===== src/rtl/sw_seq_feeder_if.sv =====
// Bundle for the packed-byte input stream, the per-base stream toward the
// Smith-Waterman aligner, and the feeder's status outputs.
interface sw_seq_feeder_if;
    logic        in_valid;
    logic [7:0]  in_data;
    logic        in_ready;
    logic        sw_valid;
    logic [1:0]  sw_data_ref;
    logic [1:0]  sw_data_query;
    logic        sw_finish;
    logic        busy;
    logic [15:0] pairs_done;

    // master is the surrounding system, slave is the feeder itself
    modport master (
        output in_valid, in_data, sw_finish,
        input  in_ready, sw_valid, sw_data_ref, sw_data_query, busy, pairs_done
    );

    modport slave (
        input  in_valid, in_data, sw_finish,
        output in_ready, sw_valid, sw_data_ref, sw_data_query, busy, pairs_done
    );
endinterface


===== src/rtl/sw_seq_feeder.sv =====
// Collects one reference/query pair from a packed 2-bit-base byte stream and
// replays it base-by-base to the aligner, then waits for the aligner to finish.
module sw_seq_feeder #(
    parameter int REF_LEN = 64,
    parameter int QRY_LEN = 48
) (
    input logic            clk,
    input logic            reset,
    sw_seq_feeder_if.slave bus
);

    localparam int REF_BITS    = 2 * REF_LEN;
    localparam int QRY_BITS    = 2 * QRY_LEN;
    localparam int TOTAL_BYTES = (REF_LEN + QRY_LEN) / 4;
    localparam int BYTE_W      = $clog2(TOTAL_BYTES);
    localparam int BASE_W      = $clog2(REF_LEN);

    localparam logic [BYTE_W-1:0] REF_BYTES = BYTE_W'(REF_LEN / 4);
    localparam logic [BYTE_W-1:0] LAST_BYTE = BYTE_W'(TOTAL_BYTES - 1);
    localparam logic [BASE_W-1:0] LAST_BASE = BASE_W'(REF_LEN - 1);

    localparam logic [2:0] IDLE = 3'd0;
    localparam logic [2:0] LOAD = 3'd1;
    localparam logic [2:0] SEND = 3'd2;
    localparam logic [2:0] GAP  = 3'd3;
    localparam logic [2:0] WAIT = 3'd4;

    if (QRY_LEN > REF_LEN || QRY_LEN < 4 || (REF_LEN % 4) != 0 || (QRY_LEN % 4) != 0) begin : g_bad_params
        $error("sw_seq_feeder: lengths must be multiples of 4 with 4 <= QRY_LEN <= REF_LEN");
    end

    logic [2:0]          state_q, state_d;
    logic [BYTE_W-1:0]   byte_cnt_q, byte_cnt_d;
    logic [BASE_W-1:0]   base_cnt_q, base_cnt_d;
    logic [REF_BITS-1:0] ref_q, ref_d, ref_shift;
    logic [QRY_BITS-1:0] qry_q, qry_d, qry_shift;
    logic                sw_valid_q, sw_valid_d;
    logic [1:0]          sw_ref_q, sw_ref_d;
    logic [1:0]          sw_qry_q, sw_qry_d;
    logic                busy_q, busy_d;
    logic [15:0]         pairs_done_q, pairs_done_d;

    // Bytes shift in from the top so byte 0 ends up at the bottom; during SEND
    // the vectors shift right by one base, so the query runs out into zeros.
    always_comb begin
        state_d      = state_q;
        byte_cnt_d   = byte_cnt_q;
        base_cnt_d   = base_cnt_q;
        ref_d        = ref_q;
        qry_d        = qry_q;
        pairs_done_d = pairs_done_q;
        sw_valid_d   = 1'b0;
        sw_ref_d     = 2'b00;
        sw_qry_d     = 2'b00;
        ref_shift    = (ref_q >> 8) | (REF_BITS'(bus.in_data) << (REF_BITS - 8));
        qry_shift    = (qry_q >> 8) | (QRY_BITS'(bus.in_data) << (QRY_BITS - 8));

        case (state_q)
            IDLE: state_d = LOAD;
            LOAD: begin
                if (bus.in_valid) begin
                    if (byte_cnt_q < REF_BYTES) begin
                        ref_d = ref_shift;
                    end else begin
                        qry_d = qry_shift;
                    end
                    if (byte_cnt_q == LAST_BYTE) begin
                        byte_cnt_d = '0;
                        base_cnt_d = '0;
                        state_d    = SEND;
                        sw_valid_d = 1'b1;
                        sw_ref_d   = ref_q[1:0];
                        sw_qry_d   = qry_shift[1:0];
                        ref_d      = ref_q >> 2;
                        qry_d      = qry_shift >> 2;
                    end else begin
                        byte_cnt_d = byte_cnt_q + 1'b1;
                    end
                end
            end
            SEND: begin
                if (base_cnt_q == LAST_BASE) begin
                    base_cnt_d = '0;
                    state_d    = GAP;
                end else begin
                    base_cnt_d = base_cnt_q + 1'b1;
                    sw_valid_d = 1'b1;
                    sw_ref_d   = ref_q[1:0];
                    sw_qry_d   = qry_q[1:0];
                    ref_d      = ref_q >> 2;
                    qry_d      = qry_q >> 2;
                end
            end
            GAP:  state_d = WAIT;
            WAIT: begin
                if (bus.sw_finish) begin
                    state_d      = LOAD;
                    pairs_done_d = pairs_done_q + 16'd1;
                end
            end
            default: state_d = IDLE;
        endcase

        busy_d = (state_d == SEND) || (state_d == GAP) || (state_d == WAIT);
    end

    always_ff @(posedge clk or posedge reset) begin
        if (reset) begin
            state_q      <= IDLE;
            byte_cnt_q   <= '0;
            base_cnt_q   <= '0;
            sw_valid_q   <= 1'b0;
            sw_ref_q     <= 2'b00;
            sw_qry_q     <= 2'b00;
            busy_q       <= 1'b0;
            pairs_done_q <= 16'd0;
        end else begin
            state_q      <= state_d;
            byte_cnt_q   <= byte_cnt_d;
            base_cnt_q   <= base_cnt_d;
            sw_valid_q   <= sw_valid_d;
            sw_ref_q     <= sw_ref_d;
            sw_qry_q     <= sw_qry_d;
            busy_q       <= busy_d;
            pairs_done_q <= pairs_done_d;
        end
    end

    // Base storage is fully rewritten by every LOAD, so it carries no reset.
    always_ff @(posedge clk) begin
        ref_q <= ref_d;
        qry_q <= qry_d;
    end

    assign bus.in_ready      = (state_q == LOAD);
    assign bus.sw_valid      = sw_valid_q;
    assign bus.sw_data_ref   = sw_ref_q;
    assign bus.sw_data_query = sw_qry_q;
    assign bus.busy          = busy_q;
    assign bus.pairs_done    = pairs_done_q;

endmodule


===== src/flat_wrapper.sv =====
// flat-port wrapper written by rule: the top's interface ports become plain ports
module sw_seq_feeder_flat 
#(
    parameter int REF_LEN = 64,
    parameter int QRY_LEN = 48
)
  (clk, reset, bus_in_valid, bus_in_data, bus_sw_finish, bus_in_ready, bus_sw_valid, bus_sw_data_ref, bus_sw_data_query, bus_busy, bus_pairs_done);
  sw_seq_feeder_if bus_i ();
  input logic clk;
  input logic reset;
  input wire logic [$bits(bus_i.in_valid)-1:0] bus_in_valid;
  input wire logic [$bits(bus_i.in_data)-1:0] bus_in_data;
  input wire logic [$bits(bus_i.sw_finish)-1:0] bus_sw_finish;
  output wire logic [$bits(bus_i.in_ready)-1:0] bus_in_ready;
  output wire logic [$bits(bus_i.sw_valid)-1:0] bus_sw_valid;
  output wire logic [$bits(bus_i.sw_data_ref)-1:0] bus_sw_data_ref;
  output wire logic [$bits(bus_i.sw_data_query)-1:0] bus_sw_data_query;
  output wire logic [$bits(bus_i.busy)-1:0] bus_busy;
  output wire logic [$bits(bus_i.pairs_done)-1:0] bus_pairs_done;
  assign bus_i.in_valid = bus_in_valid;
  assign bus_i.in_data = bus_in_data;
  assign bus_i.sw_finish = bus_sw_finish;
  assign bus_in_ready = bus_i.in_ready;
  assign bus_sw_valid = bus_i.sw_valid;
  assign bus_sw_data_ref = bus_i.sw_data_ref;
  assign bus_sw_data_query = bus_i.sw_data_query;
  assign bus_busy = bus_i.busy;
  assign bus_pairs_done = bus_i.pairs_done;
  sw_seq_feeder #(.REF_LEN(REF_LEN), .QRY_LEN(QRY_LEN)) u_core (.clk(clk), .reset(reset), .bus(bus_i));
endmodule

===== config.mk =====
export PLATFORM = sky130hd
export DESIGN_NAME = sw_seq_feeder_flat
export DESIGN_NICKNAME = d
export VERILOG_FILES = /design/src/rtl/sw_seq_feeder_if.sv /design/src/rtl/sw_seq_feeder.sv /design/src/flat_wrapper.sv
export SDC_FILE = /design/constraint.sdc
export NUM_CORES = 1
export LEC_CHECK = 0
export ABC_CLOCK_PERIOD_IN_PS = 6200
export CORE_MARGIN = 1.5
export CORE_UTILIZATION = 25
export CTS_CLUSTER_DIAMETER = 50
export DETAILED_ROUTE_END_ITERATION = 6
export DONT_BUFFER_PORTS = 1
export PLACE_DENSITY_LB_ADDON = 0.15
export SYNTH_ARGS = -nofsm -noshare
export SYNTH_HDL_FRONTEND = slang
export SYNTH_SLANG_ARGS = --single-unit

===== constraint.sdc =====
create_clock -name clk -period 6.2 [get_ports clk]
set_input_delay 0.62 -clock clk [delete_from_list [all_inputs] [get_ports clk]]
set_output_delay 0.62 -clock clk [all_outputs]
set_load 0.03 [all_outputs]

* Word-level counts from Yosys, hierarchy flattened
Cells that the tools add are included.
** Operators by class
- $lt $le $gt $ge :: 1
- Bitwise gates (word level) :: 2
- Shift operators :: 0
- Multiplexer cells :: 32
- $mul :: 0
- Divide/modulo/power cells :: 0
- $add $sub $neg :: 3
- Reduce and logical (&&, ||, !) cells :: 9
- Equality and inequality tests :: 14
** Operator list (number)
- 2-to-1 mux 128 bit :: 4
- 2-to-1 mux 96 bit :: 4
- case mux 128 bit (2 select lines) :: 1
- case mux 96 bit (2 select lines) :: 1
- bitwise OR 120 x 128 -> 128 bit :: 1
- bitwise OR 88 x 96 -> 96 bit :: 1
- 2-to-1 mux 6 bit :: 3
- adder 16 x 1 -> 16 bit, second input constant :: 1
- case mux 3 bit (5 select lines) :: 1
- equality test 3 x 2 -> 1 bit, second input constant :: 4
- 2-to-1 mux 2 bit :: 6
- 2-to-1 mux 3 bit :: 4
- case mux 6 bit (2 select lines) :: 1
- case mux 2 bit (2 select lines) :: 2
- AND reduction 4 bit :: 2
- adder 6 x 1 -> 6 bit, second input constant :: 1
- equality test 3 bit, second input constant :: 2
- equality test 6 bit, second input constant :: 1
- adder 5 x 1 -> 5 bit, second input constant :: 1
- equality test 5 bit, second input constant :: 1
- < comparator 5 bit, second input constant :: 1
- 2-to-1 mux 5 bit :: 1
- != test 2 bit, second input constant :: 2
- AND reduction 2 bit :: 2
- other kinds (10) :: 13
** Word-level totals
- ROM bits :: 0
- Input port bits :: 12
- Word-level logic and storage cells :: 71
- Register bits after elaboration :: 260
- RAM bits :: 0
- Bits in latches :: 0
- Output and inout port bits :: 23
- Memories kept :: 0

* Logic depth before layout (Yosys ltp)
- Word-level depth :: 7
- Mapped depth :: 7
- Depth with buffers taken out :: 5

* Worst setup path after synthesis
OpenSTA, ideal clock, no wires.
- Path kind :: register -> register
- Start :: register u_core.state_q[0]
- End :: register u_core.qry_q[0], enable pin
- Data arrival time :: 5.922 ns
- Stages on the path, launching flop included :: 7
- Buffers on the path :: 2
- Setup slack :: -0.305 ns
- Setup time :: 0.583 ns
- Required time :: 5.617 ns
- Clock period less this slack :: 6.505 ns
- Cell sequence :: dfrtp_1 buf_6 or3b_1 buf_2 a31oi_4 nor2_1 a21oi_1
** Between the ends
- Word-level cells in the longest chain between the ends :: 3
- Elaborated cells between the ends (all ways) :: 7
- Classes of those cells :: eq/ne (5); reduce/logical (2)
** RTL lines
- start, declared :: RTL line sw_seq_feeder.sv:32 : logic [2:0] state_q, state_d;
- start signal, assigned :: RTL line sw_seq_feeder.sv:118 : state_q <= state_d;
- equality test 3 x 1 -> 1 bit / equality test 3 x 2 -> 1 bit (equally long branches) :: RTL line sw_seq_feeder.sv:58 : case (state_q)
- != test 3 bit (no source line), or another cell as far along
- AND reduction 4 bit (no source line) (*)
- end signal, assigned :: RTL line sw_seq_feeder.sv:132 : qry_q <= qry_d;
- end, declared :: RTL line sw_seq_feeder.sv:36 : logic [QRY_BITS-1:0] qry_q, qry_d, qry_shift;
Every way passes the cells marked *; elsewhere a longest branch is shown, timed or not.
A chain may end at the register's enable or synchronous reset.

* Worst setup path after layout
- Start :: register u_core.state_q[1]
- End :: register u_core.qry_q[10], enable pin
Same word-level chain as after synthesis.

==> results by group <==
Global routing
  • Grt total ovfl: 0
  • Initial antenna violation count: 0
  • Pin count of the biggest net entering global routing: 92
  • Total GRT Usage: 0.0917
  • First-pass GRT wire length: 36.4 mm
  • Vias in the first global route: around 7000

Place
  • Placed insts: 1506
  • DPL Wire Length: 12.6 mm
  • Port bufs: 0
  • Routability congestion estimate: 0.689
  • Place WS: 2.81 ns

Power
  • Sequential power share: 0.479
  • Cell Pwr Density: between 300 and 400 mW/mm^2
  • Switching Share: 0.241
  • Cell leakage power: 4.88 nW
  • Max IR drop VDD: approximately 0.21 mV
  • Comb pwr share: 0.098
  • Clock power frac: 0.423
  • Net Sw Power: 1.28 mW
  • Int Pwr: about 4 mW

Worst setup path
  • Critical path origin: u_core.state_q[1]$_DFF_PP0_
  • Crit path DAT: ~3.5 ns
  • Crit Path Category: register to register
  • Worst path bufs/invs: 2
  • Max incr delay on CP: 0.66 ns
  • Worst R2R End: u_core.qry_q[10]$_DFFE_PP_
  • Worst Setup EP: u_core.qry_q[10]$_DFFE_PP_
  • Crit path depth: 6
  • Req. time, crit path: 6.35 ns
  • Kind of cell adding the most delay to the critical path: buffers and inverters
  • Critical R2R Launch: u_core.state_q[1]$_DFF_PP0_
  • Worst-case reg-to-reg path depth: 6
  • Worst-path cell chain: or3b_4 -> a31oi_4 -> nor2_1 -> a21oi_4 -> buf_4 -> buf_4
  • CP max stage cell: buf_4
  • Crit path top cell by count: buf_4
  • Crit-path max FO: 50
  • CP Launch Type: register
  • Crit. End Element: register
  • Reg2reg setup slack: between 2 and 3 ns

Min path
  • Hold Path Class: input pin to asynchronous set/reset pin

STA
  • Minimum clock period: 3.33 ns
  • Worst setup margin: 2.87 ns
  • Period utilization: 0.537
  • Relative slew margins: 0.325
  • Clk_skew: 0.0102 ns
  • Final Slew Violations: 0
  • Worst Max-Slew Pin Slew: between 1 and 1.5 ns
  • Peak Freq: 300 MHz
  • Sum Neg Setup Slack: 0 ns
  • Final hold vios: 0
  • Final-report setup violation count: 0
  • RSZ-0062 raised after global routing: no

Drt
  • Final ANT Viol Nets: 0
  • Wire per inst: 14.2 um
  • Initial DRC Count: 504
  • Post-Route WL: 22.3 mm
  • DR vias: 6964
  • DRT Pass-1 Iters: 6
  • Drt drc: 5
  • Via/cell ratio: 4.42

Logic synthesis
  • Syn_area_per_cell: 12.5 um^2
  • Synth unique cells: between 40 and 50
  • Area leader, netlist: edfxtp_1
  • Mapped Area: around 0.012 mm^2
  • Most instantiated cells after synthesis: edfxtp_1 (224), nand2_1 (211), nor2_1 (102)
  • Synth Flop Type: edfxtp_1
  • Synth area leaders: edfxtp_1 (57%), mux2_2 (8.3%), dfrtp_1 (7.6%)
  • Sequential area share after synthesis: 0.643
  • Async set-reset flop share out of synthesis: 0.138
  • Cell count after synthesis: between 900 and 1000
  • Yosys reg bits: 260
  • Ys Warns: 0
  • Syn_nets: 962
  • Synth top area share: 0.567
  • Post-synth EDFFs: 224
  • Count leader, synth: edfxtp_1

Floorplanning
  • I/O pin cnt: 35
  • Die width: about 220 um
  • Standard-cell rows: 79
  • Die Footprint: between 0.04 and 0.05 mm^2
  • Starting density of the core: 0.254
  • Die span in y: 221 um
  • Core area: 0.0467 mm^2

Clocking
  • Num CTS Buffers: 38
  • # hold bufs at CTS: 0
  • Post-CTS setup buffer count: 0
  • CTS tree: yes
  • Clock slew at reported path FFs: about 0.06 ns
  • Post-CTS sizing: 0
  • Clock buffer depth: 3
  • Root buffer cell: clkbuf_16
  • Worst skew pair latency: 0.52 ns
  • CTS Sinks: 260
  • CTS H-tree depth: 2

Finish
  • Post-Layout Cell Count: roughly 1600
  • Inserted Diodes: 0
  • Share of cells above drive strength 1: 0.175
  • Syn-to-layout area delta: 15.5%
  • Layout Nets: 954

Outcome
  • Status: complete, but fails checks
  • Failing checks: DRC

Run
  • Max_cap viols: 0
[worst reg2reg max path: stages (launching register included)]
cell and delay [ns]:
dfrtp_1 0.49, or3b_4 0.61, a31oi_4 0.34, nor2_1 0.11, a21oi_4 0.12, buf_4 0.56, buf_4 0.71
[cells by family (layout without fill, tap and decap cells)]
logic type	Yosys count	in the layout	share of synthesized area
muxes	127	127	0.121
AOI/OAI and AO/OA	119	119	0.0641
DFF	260	260	0.643
xor gates and xnor gates	15	15	0.0111
buffers and inverters	64	85	0.0323
adders and majority gates	3	3	0.00317
and+or+nand+nor	359	359	0.125
[area by class of cell]
type                            count  area [um^2]
Clock buffer                       49         1080
Timing Repair Buffer               13         97.6
Tap cell                          607          759
Clock inverter                     20          244
Multi-Input combinational cell    623         3870
Inverter                            3         11.3
Fill cell                        4830        33000
Sequential cell                   260         7630
[sequential cells by signal, indices dropped and copies added (netlist names)]
register	count
u_core.ref_q	128
u_core.qry_q	96
u_core.bus.pairs_done	16
u_core.base_cnt_q	6
u_core.byte_cnt_q	5
u_core.state_q	3
u_core.bus.sw_data_query	2
u_core.bus.sw_data_ref	2
u_core.bus.busy	1
u_core.bus.sw_valid	1
[layer usage]
layer  share of wire  GRT usage  wire length [um]  up-vias
li1                -          -                 -     3450
met1            0.48      0.119             10700     3361
met2            0.45      0.147              9970      102
met3           0.048     0.0225              1080       51
met4           0.027     0.0369               611        0
met5               0          0                 0        -
[per-stage QoR]
step | instance area [um^2] | power, mW | util | hold WS (ns)
2_1_floorplan | 11900 | 2.96 | - | 0.427
3_3_place_gp | 12400 | 3.11 | 0.265 | 0.433
3_5_place_dp | 12400 | 3.12 | 0.265 | 0.444
4_1_cts | 13700 | 5.42 | 0.293 | 0.0578
5_1_grt | 13700 | 5.58 | 0.293 | 0.0974
6_report | 13700 | 5.31 | 0.293 | 0.0676
[how the worst min path moves through the flow]
stage	startpoint	endpoint	slack (ns)	cells after the start
5_1_grt	reset	u_core.bus.pairs_done[13]$_DFFE_PP0P_	0.1	1
4_1_cts	reset	u_core.bus.pairs_done[13]$_DFFE_PP0P_	0.06	1
3_5_place_dp	u_core.ref_q[0]$_DFFE_PP_	u_core.bus.sw_data_ref[0]$_DFF_PP0_	0.44	1
3_3_place_gp	u_core.ref_q[1]$_DFFE_PP_	u_core.bus.sw_data_ref[1]$_DFF_PP0_	0.43	1
2_1_floorplan	u_core.ref_q[0]$_DFFE_PP_	u_core.bus.sw_data_ref[0]$_DFF_PP0_	0.43	1
6_report	reset	u_core.bus.pairs_done[12]$_DFFE_PP0P_	0.07	1
[power groups by stage]
stage | Sequential, mW | Clock [mW] | Combinational [mW]
after CTS | 2.56 | 2.33 | 0.536
final | 2.54 | 2.25 | 0.518
after detailed placement | 2.59 | 0 | 0.535
after global placement | 2.59 | 0 | 0.525
after global routing | 2.59 | 2.40 | 0.592
after floorplan | 2.53 | 0 | 0.426
[cell usage in the layout (no fill, tap or decap), types with 4 or more instances in the layout]
cell       Yosys  final
mux2_1        40     40
and3_1         5      5
nand3_1       14     14
bufinv_16      0      5
a31oi_1       95     95
nand4_1        4      4
nor2_1       102    102
dfrtp_1       36     36
mux2_2        87     87
edfxtp_1     224    224
nand2_1      211    211
buf_4          9     13
clkbuf_1      23      6
xnor2_1        9      9
clkbuf_16      0     41
xor2_1         6      6
clkinv_2       0      4
clkinv_1       0      4
o21ai_0        9      9
(Power assumes the default switching activity.)
